**config.mk**
```make
export PLATFORM = sky130hd
export DESIGN_NAME = and4_selftest_seq
export DESIGN_NICKNAME = d
export VERILOG_FILES = /design/src/rtl/and4_selftest_seq.sv
export SDC_FILE = /design/constraint.sdc
export NUM_CORES = 1
export LEC_CHECK = 0
export BUFFER_PORTS_ARGS = -buffer_cell sky130_fd_sc_hd__buf_4
export CORE_MARGIN = 10
export CORE_UTILIZATION = 54
export DETAILED_ROUTE_END_ITERATION = 6
export GPL_ROUTABILITY_DRIVEN = 0
export PLACE_DENSITY_LB_ADDON = 0.05
export SLEW_MARGIN = 10
export SYNTH_ARGS = -nofsm -noshare
export SYNTH_HDL_FRONTEND = slang
export SYNTH_SLANG_ARGS = --single-unit
export TNS_END_PERCENT = 1
```
**constraint.sdc**
```tcl
create_clock -name clk -period 2.1 [get_ports clk]
set_input_delay 0.21 -clock clk [delete_from_list [all_inputs] [get_ports clk]]
set_output_delay 0.21 -clock clk [all_outputs]
set_load 0.005 [all_outputs]
```
**src/rtl/and4_selftest_seq.sv**
```systemverilog
// Built-in self-test sequencer for a 4-input AND gate.
// It walks vec = {a,b,c,d} from 0 to 15, holds each vector SETTLE_CYCLES clocks, then samples f against &vec.
module and4_selftest_seq #(
  parameter int SETTLE_CYCLES = 2,
  parameter int ERR_W         = 5
) (
  input  logic             clk,
  input  logic             rst,
  input  logic             start,
  input  logic             f,
  output logic             a,
  output logic             b,
  output logic             c,
  output logic             d,
  output logic             busy,
  output logic             done,
  output logic             pass,
  output logic [ERR_W-1:0] err_count,
  output logic             first_fail_valid,
  output logic [3:0]       first_fail_vec
);

  localparam int CNT_W = (SETTLE_CYCLES > 1) ? $clog2(SETTLE_CYCLES) : 1;
  localparam logic [CNT_W-1:0] CNT_LAST = CNT_W'(SETTLE_CYCLES - 1);
  localparam logic [ERR_W-1:0] ERR_MAX  = '1;

  typedef enum logic [1:0] {IDLE, SETTLE, SAMPLE, DONE} state_t;

  state_t           state, state_nxt;
  logic [3:0]       vec, vec_nxt;
  logic [CNT_W-1:0] cnt, cnt_nxt;
  logic [3:0]       drive, drive_nxt;
  logic             busy_nxt, done_nxt, pass_nxt, ffv_nxt;
  logic [ERR_W-1:0] err_nxt;
  logic [3:0]       ffvec_nxt;
  logic             mismatch;

  assign {a, b, c, d} = drive;

  // An unknown f fails the equality test and falls through as a mismatch.
  always_comb begin
    mismatch = 1'b1;
    if (f == &vec) mismatch = 1'b0;
  end

  always_comb begin
    state_nxt = state;
    vec_nxt   = vec;
    cnt_nxt   = cnt;
    busy_nxt  = busy;
    done_nxt  = done;
    err_nxt   = err_count;
    ffv_nxt   = first_fail_valid;
    ffvec_nxt = first_fail_vec;
    case (state)
      IDLE, DONE: begin
        if (start) begin
          state_nxt = SETTLE;
          vec_nxt   = 4'h0;
          cnt_nxt   = '0;
          err_nxt   = '0;
          ffv_nxt   = 1'b0;
          ffvec_nxt = 4'h0;
          done_nxt  = 1'b0;
          busy_nxt  = 1'b1;
        end
      end
      SETTLE: begin
        cnt_nxt = cnt + 1'b1;
        if (cnt == CNT_LAST) state_nxt = SAMPLE;
      end
      SAMPLE: begin
        if (mismatch) begin
          if (err_count != ERR_MAX) err_nxt = err_count + 1'b1;
          if (!first_fail_valid) begin
            ffv_nxt   = 1'b1;
            ffvec_nxt = vec;
          end
        end
        if (vec == 4'hF) begin
          state_nxt = DONE;
          busy_nxt  = 1'b0;
          done_nxt  = 1'b1;
        end else begin
          vec_nxt   = vec + 4'd1;
          cnt_nxt   = '0;
          state_nxt = SETTLE;
        end
      end
      default: state_nxt = IDLE;
    endcase
    // Outputs are registered, so they are computed from the next-state values.
    drive_nxt = (state_nxt == SETTLE || state_nxt == SAMPLE) ? vec_nxt : 4'h0;
    pass_nxt  = done_nxt && (err_nxt == '0);
  end

  always_ff @(posedge clk) begin
    if (rst) begin
      state            <= IDLE;
      vec              <= 4'h0;
      cnt              <= '0;
      drive            <= 4'h0;
      busy             <= 1'b0;
      done             <= 1'b0;
      pass             <= 1'b0;
      err_count        <= '0;
      first_fail_valid <= 1'b0;
      first_fail_vec   <= 4'h0;
    end else begin
      state            <= state_nxt;
      vec              <= vec_nxt;
      cnt              <= cnt_nxt;
      drive            <= drive_nxt;
      busy             <= busy_nxt;
      done             <= done_nxt;
      pass             <= pass_nxt;
      err_count        <= err_nxt;
      first_fail_valid <= ffv_nxt;
      first_fail_vec   <= ffvec_nxt;
    end
  end

endmodule

```
# Word-level counts from Yosys, hierarchy flattened
# Cells that the tools add are included.
[totals]
reg_bits = 24
elab_cells = 65
[op_classes]
add_sub_neg = 3
n_eq_ne = 13
n_mux = 26
bitwise_logic = 1
n_reduce_logical = 12
[ops]
columns = ["op", "count"]
rows = [
  ["$mux W4", 5],
  ["$pmux W4 S2", 2],
  ["$mux W5", 3],
  ["$ne A2 B2 Y1 const B", 5],
  ["$pmux W5 S2", 1],
  ["$reduce_and A4 Y1", 2],
  ["$mux W1", 7],
  ["$eq A2 B2 Y1 const B", 3],
  ["$mux W2", 3],
  ["$pmux W1 S2", 3],
  ["$pmux W2 S3", 1],
  ["$reduce_and A3 Y1", 2],
  ["$add A5 B1 Y5 const B", 1],
  ["$logic_not A5 Y1", 1],
  ["$ne A5 B5 Y1 const B", 1],
  ["$add A4 B1 Y4 const B", 1],
  ["$eq A2 B1 Y1 const B", 2],
  ["$eq A4 B4 Y1 const B", 1],
  ["$reduce_or A2 Y1", 2],
  ["$pmux W1 S3", 1],
  ["$logic_not A2 Y1", 1],
  ["$reduce_and A2 Y1", 1],
  ["$reduce_bool A2 Y1", 1],
  ["$add A1 B1 Y1 const B", 1],
  ["4 further kinds", 4],
]

# Depth between registers and ports, before layout
[depth]
depth_word = 7
ltp_mapped = 8

# Least setup slack after synthesis
# Ideal clock, no wire load.
[synth_path]
kind = "reg2reg"
from = "register state[0]"
to = "register pass"
setup_time_ps = 87
t_arrival_ps = 1688
path_slack_ps = 324
stages_incl_launch_ff = 8
period_less_slack_ps = 1776
path_cell_list = "dfxtp_1 > inv_1 > ha_1 > nor2b_1 > or3_1 > a2bb2oi_1 > nand2_1 > nor4b_2"
[synth_between]
elab_chain_len = 5
[synth_rtl]
columns = ["element", "line", "rtl"]
rows = [
  ["start: declaration", "29", "state_t state, state_nxt;"],
  ["start signal: assignment", "110", "state <= state_nxt;"],
  ["$eq A2 B2 Y1 or $logic_not A2 Y1 (tied branches)", "55", "case (state)"],
  ["$reduce_or A2 Y1", "55", ""],
  ["$pmux W5 S2", "55", ""],
  ["$logic_not A5 Y1", "94", "pass_nxt = done_nxt && (err_nxt == '0);"],
  ["$logic_and A1 B1 Y1 (*)", "94", ""],
  ["end signal: assignment", "116", "pass <= pass_nxt;"],
  ["end: declaration", "17", "output logic pass,"],
]
# Every way passes the cells marked *; elsewhere a longest branch is shown, timed or not.
# A chain may end at the register's enable or synchronous reset.

# Final worst setup path
# Ends and elaborated chain as after synthesis.

==> results by group <==
Detailed routing
  • Wirelength, routed: 2680 microns
  • Uppermost metal layer occupied by signal nets: met4
  • Routed length on met1: ~1200 microns
  • Wire length per cell: between 10 and 15 microns
  • Via Count: around 1,100
  • Drc violations: 0
  • Iteration count of the initial detailed-routing pass: 4
  • Antenna-violating nets left: 0
  • Routed wl met3: about 190 microns
  • Avg Vias per Cell: 5.90
  • Met2 routed wirelength: 1270 microns
  • Detailed router's first-iteration violation count: 49

Synth
  • Number of flops mapped to enable cells by yosys: 0
  • Number of unique standard cell types used by synthesis: between 40 and 50
  • FF+latch count, synth: 24
  • Number of nets produced by synthesis: 153
  • Async SR Flop Fraction: 0
  • Post-Synthesis Cells: ~150
  • Top_reg_cell synth: dfxtp_1
  • Dominant cell type by area after synthesis: dfxtp_1
  • Top area cells in the synthesized netlist: dfxtp_1 (39%), nor2_1 (4.2%), a21oi_1 (4.0%)
  • Synthesis Warnings: 0
  • Area share of the largest cell type after synthesis: 0.386
  • Mean instance size in the synthesized netlist: between 8 and 9 sq um
  • Synth Cell Area: around 1200 sq um
  • Seq/Total Area, Yosys: 0.386

Final layout
  • Commonest non-fill, non-tap cell in the layout: buf_4
  • Share of layout cells above drive strength 1: 0.250
  • Total inserted antenna cells: 0
  • Register area: slightly below 500 sq um
  • Fin nets: approximately 170
  • Total of fill cells in the finished design: approximately 220
  • Area added between synthesis and finish: 19.8%
  • Most used cells in the layout excluding fill and tap cells: buf_4 (23), dfxtp_1 (22), nor2_1 (13), nand2_1 (12)
  • Area of the multi-input gates: around 740 sq um

Outcome
  • Run status: complete, no violations

Timing
  • Total negative slack: 0 ps
  • Number of max-slew violations in the final report: 0
  • Shortest clock period the worst path allows after layout: 1930 ps
  • Crit share post-route: 0.921
  • Pin slew with the least headroom to its limit: between 400 and 500 ps
  • Total count of hold-check failures in the final report: 0
  • Maximum operating frequency: about 520 MHz
  • RSZ-0062 raised after global routing: no
  • Final setup violation count: 0
  • Clock Skew: between 8 and 9 ps
  • Relative slew margins: 0.718

Global routing
  • Tot GR Track Use: 0.120
  • Pin count of the biggest net entering global routing: 20
  • Wire length of the first global-routing pass: approximately 4400 microns
  • Aggregate global routing overflow: 0
  • Number of global-route vias before repair: between 1,000 and 1,500
  • Antenna violations before repair: 0

Critical path
  • Reg2reg path depth: 7
  • Standard cell with the maximum stage delay on the critical path: dfxtp_2
  • Worst path max stage delay: about 380 ps
  • Required time of the critical path: around 2300 ps
  • Critical path type: flop to flop
  • Worst R2R Setup Slack: between 150 and 200 ps
  • Worst setup EP type: flop
  • Largest fanout of any net on the critical path: 5
  • Delay-heaviest family, CP: simple AND/OR/NAND/NOR gates
  • CP bufs+invs: 1
  • Instance count on the critical path: 7
  • Crit Reg-Reg Endpoint: pass$_SDFF_PP0_
  • Cell chain of the critical path: inv_1, ha_1, nor2b_1, or3_1, a2bb2oi_2, nand2_1, nor4b_2
  • Signal arrival time at the worst endpoint: between 2000 and 2500 ps
  • Category of the worst setup path launch point: flop
  • Start of the worst register-to-register path: state[0]$_SDFF_PP0_

Job
  • Max-cap viol count: 0

CTS
  • Clock sink total: 24
  • Clock latency at the later pin of the worst-skew pair: between 300 and 400 ps
  • Maximum count of clock buffers along a single path: 2
  • TritonCTS clock tree: yes
  • Deepest level of the CTS H-tree: 1
  • Number of clock buffers inserted by TritonCTS: 3
  • Number of setup buffers added after CTS: 0
  • CTS Root Buffer Type: clkbuf_4
  • CTS clock-pin slew for the worst setup and hold paths: roughly 130 ps

Die
  • Width of the chip: around 70 microns
  • Die extent in y: 68.0 microns
  • Starting utilization of the core area: 0.562
  • Std cell rows: 17
  • Number of primary I/O pins: 21
  • Core area: roughly 2200 sq um
  • Total Die Area: approximately 4600 sq um

Worst hold path
  • Capture endpoint of the worst hold path: first_fail_vec[3]$_SDFFE_PP0P_
  • Path category of the worst min-delay check: input port to flop
  • Hold path depth: 2
  • Hold Startpoint: rst

Pwr
  • Max rail drop VDD: about 0.5 mV
  • Final total power: between 0.9 and 1 mW
  • Pleak: 0.552 nW
  • Cell Pwr Density: between 600 and 700 nW/um^2

Place
  • # port buffers: 20
  • Detailed-placement wirelength estimate: ~2000 microns
[metal layers]
layer / track usage / vias up
met3: 0.0310 / 6
met2: 0.203 / 27
met4: 0.0452 / 0
met5: 0 / -
met1: 0.141 / 534
li1: - / 565
[timing repair]
action / CTS / global route
endpoints found under the hold margin: 0 / 0
hold buffers: 0 / 0
gates resized for setup: 0 / 9
setup endpoints to repair: 0 / 10
[sequential cells by signal, summed over array words and instances, names as in the netlist]
| signal | flops |
|---|---|
| done | 1 |
| pass | 1 |
| err_count | 5 |
| first_fail_valid | 1 |
| cnt | 1 |
| state | 2 |
| busy | 1 |
| first_fail_vec | 4 |
| drive | 4 |
| vec | 4 |
[Yosys cell counts (all sizes together) (2+ instances only)]
cell type  number
and4            2
a31oi           5
nor2           14
mux2i           2
nor3            5
inv             2
nand4           3
a211oi          2
nor2b           5
a2bb2oi         2
nor4b           2
xnor2           2
and2            6
a21oi          10
a41oi           2
nor4            2
buf             6
a22oi           2
nor3b           2
o21ai           4
nand2b          3
clkbuf          2
nand3          10
ha              4
or3             2
dfxtp          24
nand2          12
[per-stage QoR]
stage | std cells | setup slack [ps] | hold WS (ps) | util | instance area [sq um]
global placement | 188 | 93.0 | 477 | 0.636 | 1410
finish | 192 | 165 | 193 | 0.674 | 1490
detailed placement | 188 | 94.5 | 480 | 0.636 | 1410
floorplan | 145 | 324 | 464 | - | 1240
CTS | 192 | 51.9 | 188 | 0.660 | 1460
global route | 192 | 8.60 | 199 | 0.674 | 1490
[worst max path at each step]
stage | from | slack (ps) | to
floorplan | state[0]$_SDFF_PP0_ | 320 | pass$_SDFF_PP0_
global placement | vec[0]$_SDFF_PP0_ | 90 | pass$_SDFF_PP0_
detailed placement | vec[0]$_SDFF_PP0_ | 90 | pass$_SDFF_PP0_
CTS | vec[0]$_SDFF_PP0_ | 50 | pass$_SDFF_PP0_
global route | state[0]$_SDFF_PP0_ | 9 | pass$_SDFF_PP0_
finish | state[0]$_SDFF_PP0_ | 170 | pass$_SDFF_PP0_
[worst register-to-register path, delay by kind of cell, from the launching register on]
| family | cells | cell delay, ps |
|---|---|---|
| AOI/OAI and AO/OA | 1 | 170 |
| adders and majority gates | 1 | 360 |
| buffers and inverters | 1 | 50 |
| DFF | 1 | 380 |
| and+or+nand+nor | 4 | 910 |
[where the power goes]
group / switching [mW] / leakage, nW / internal (mW)
sequential: 0.00749 / 0.195 / 0.464
combinational: 0.0761 / 0.329 / 0.0547
clock: 0.137 / 0.0279 / 0.193
[cell type report]
type,instances,share of cell area
Sequential cell,24,0.324
Clock inverter,1,0.0202
Clock buffer,3,0.0151
Tap cell,28,0.0235
Inverter,2,0.00504
Multi-Input combinational cell,111,0.496
Timing Repair Buffer,23,0.116
[cell families after synthesis]
| family | synth area share |
|---|---|
| AOI/OAI and AO/OA | 0.160 |
| muxes | 0.0252 |
| xor gates and xnor gates | 0.0362 |
| and+or+nand+nor | 0.310 |
| DFF | 0.386 |
| adders and majority gates | 0.0402 |
| buffers and inverters | 0.0423 |
Power figures use the tool's default switching activity.
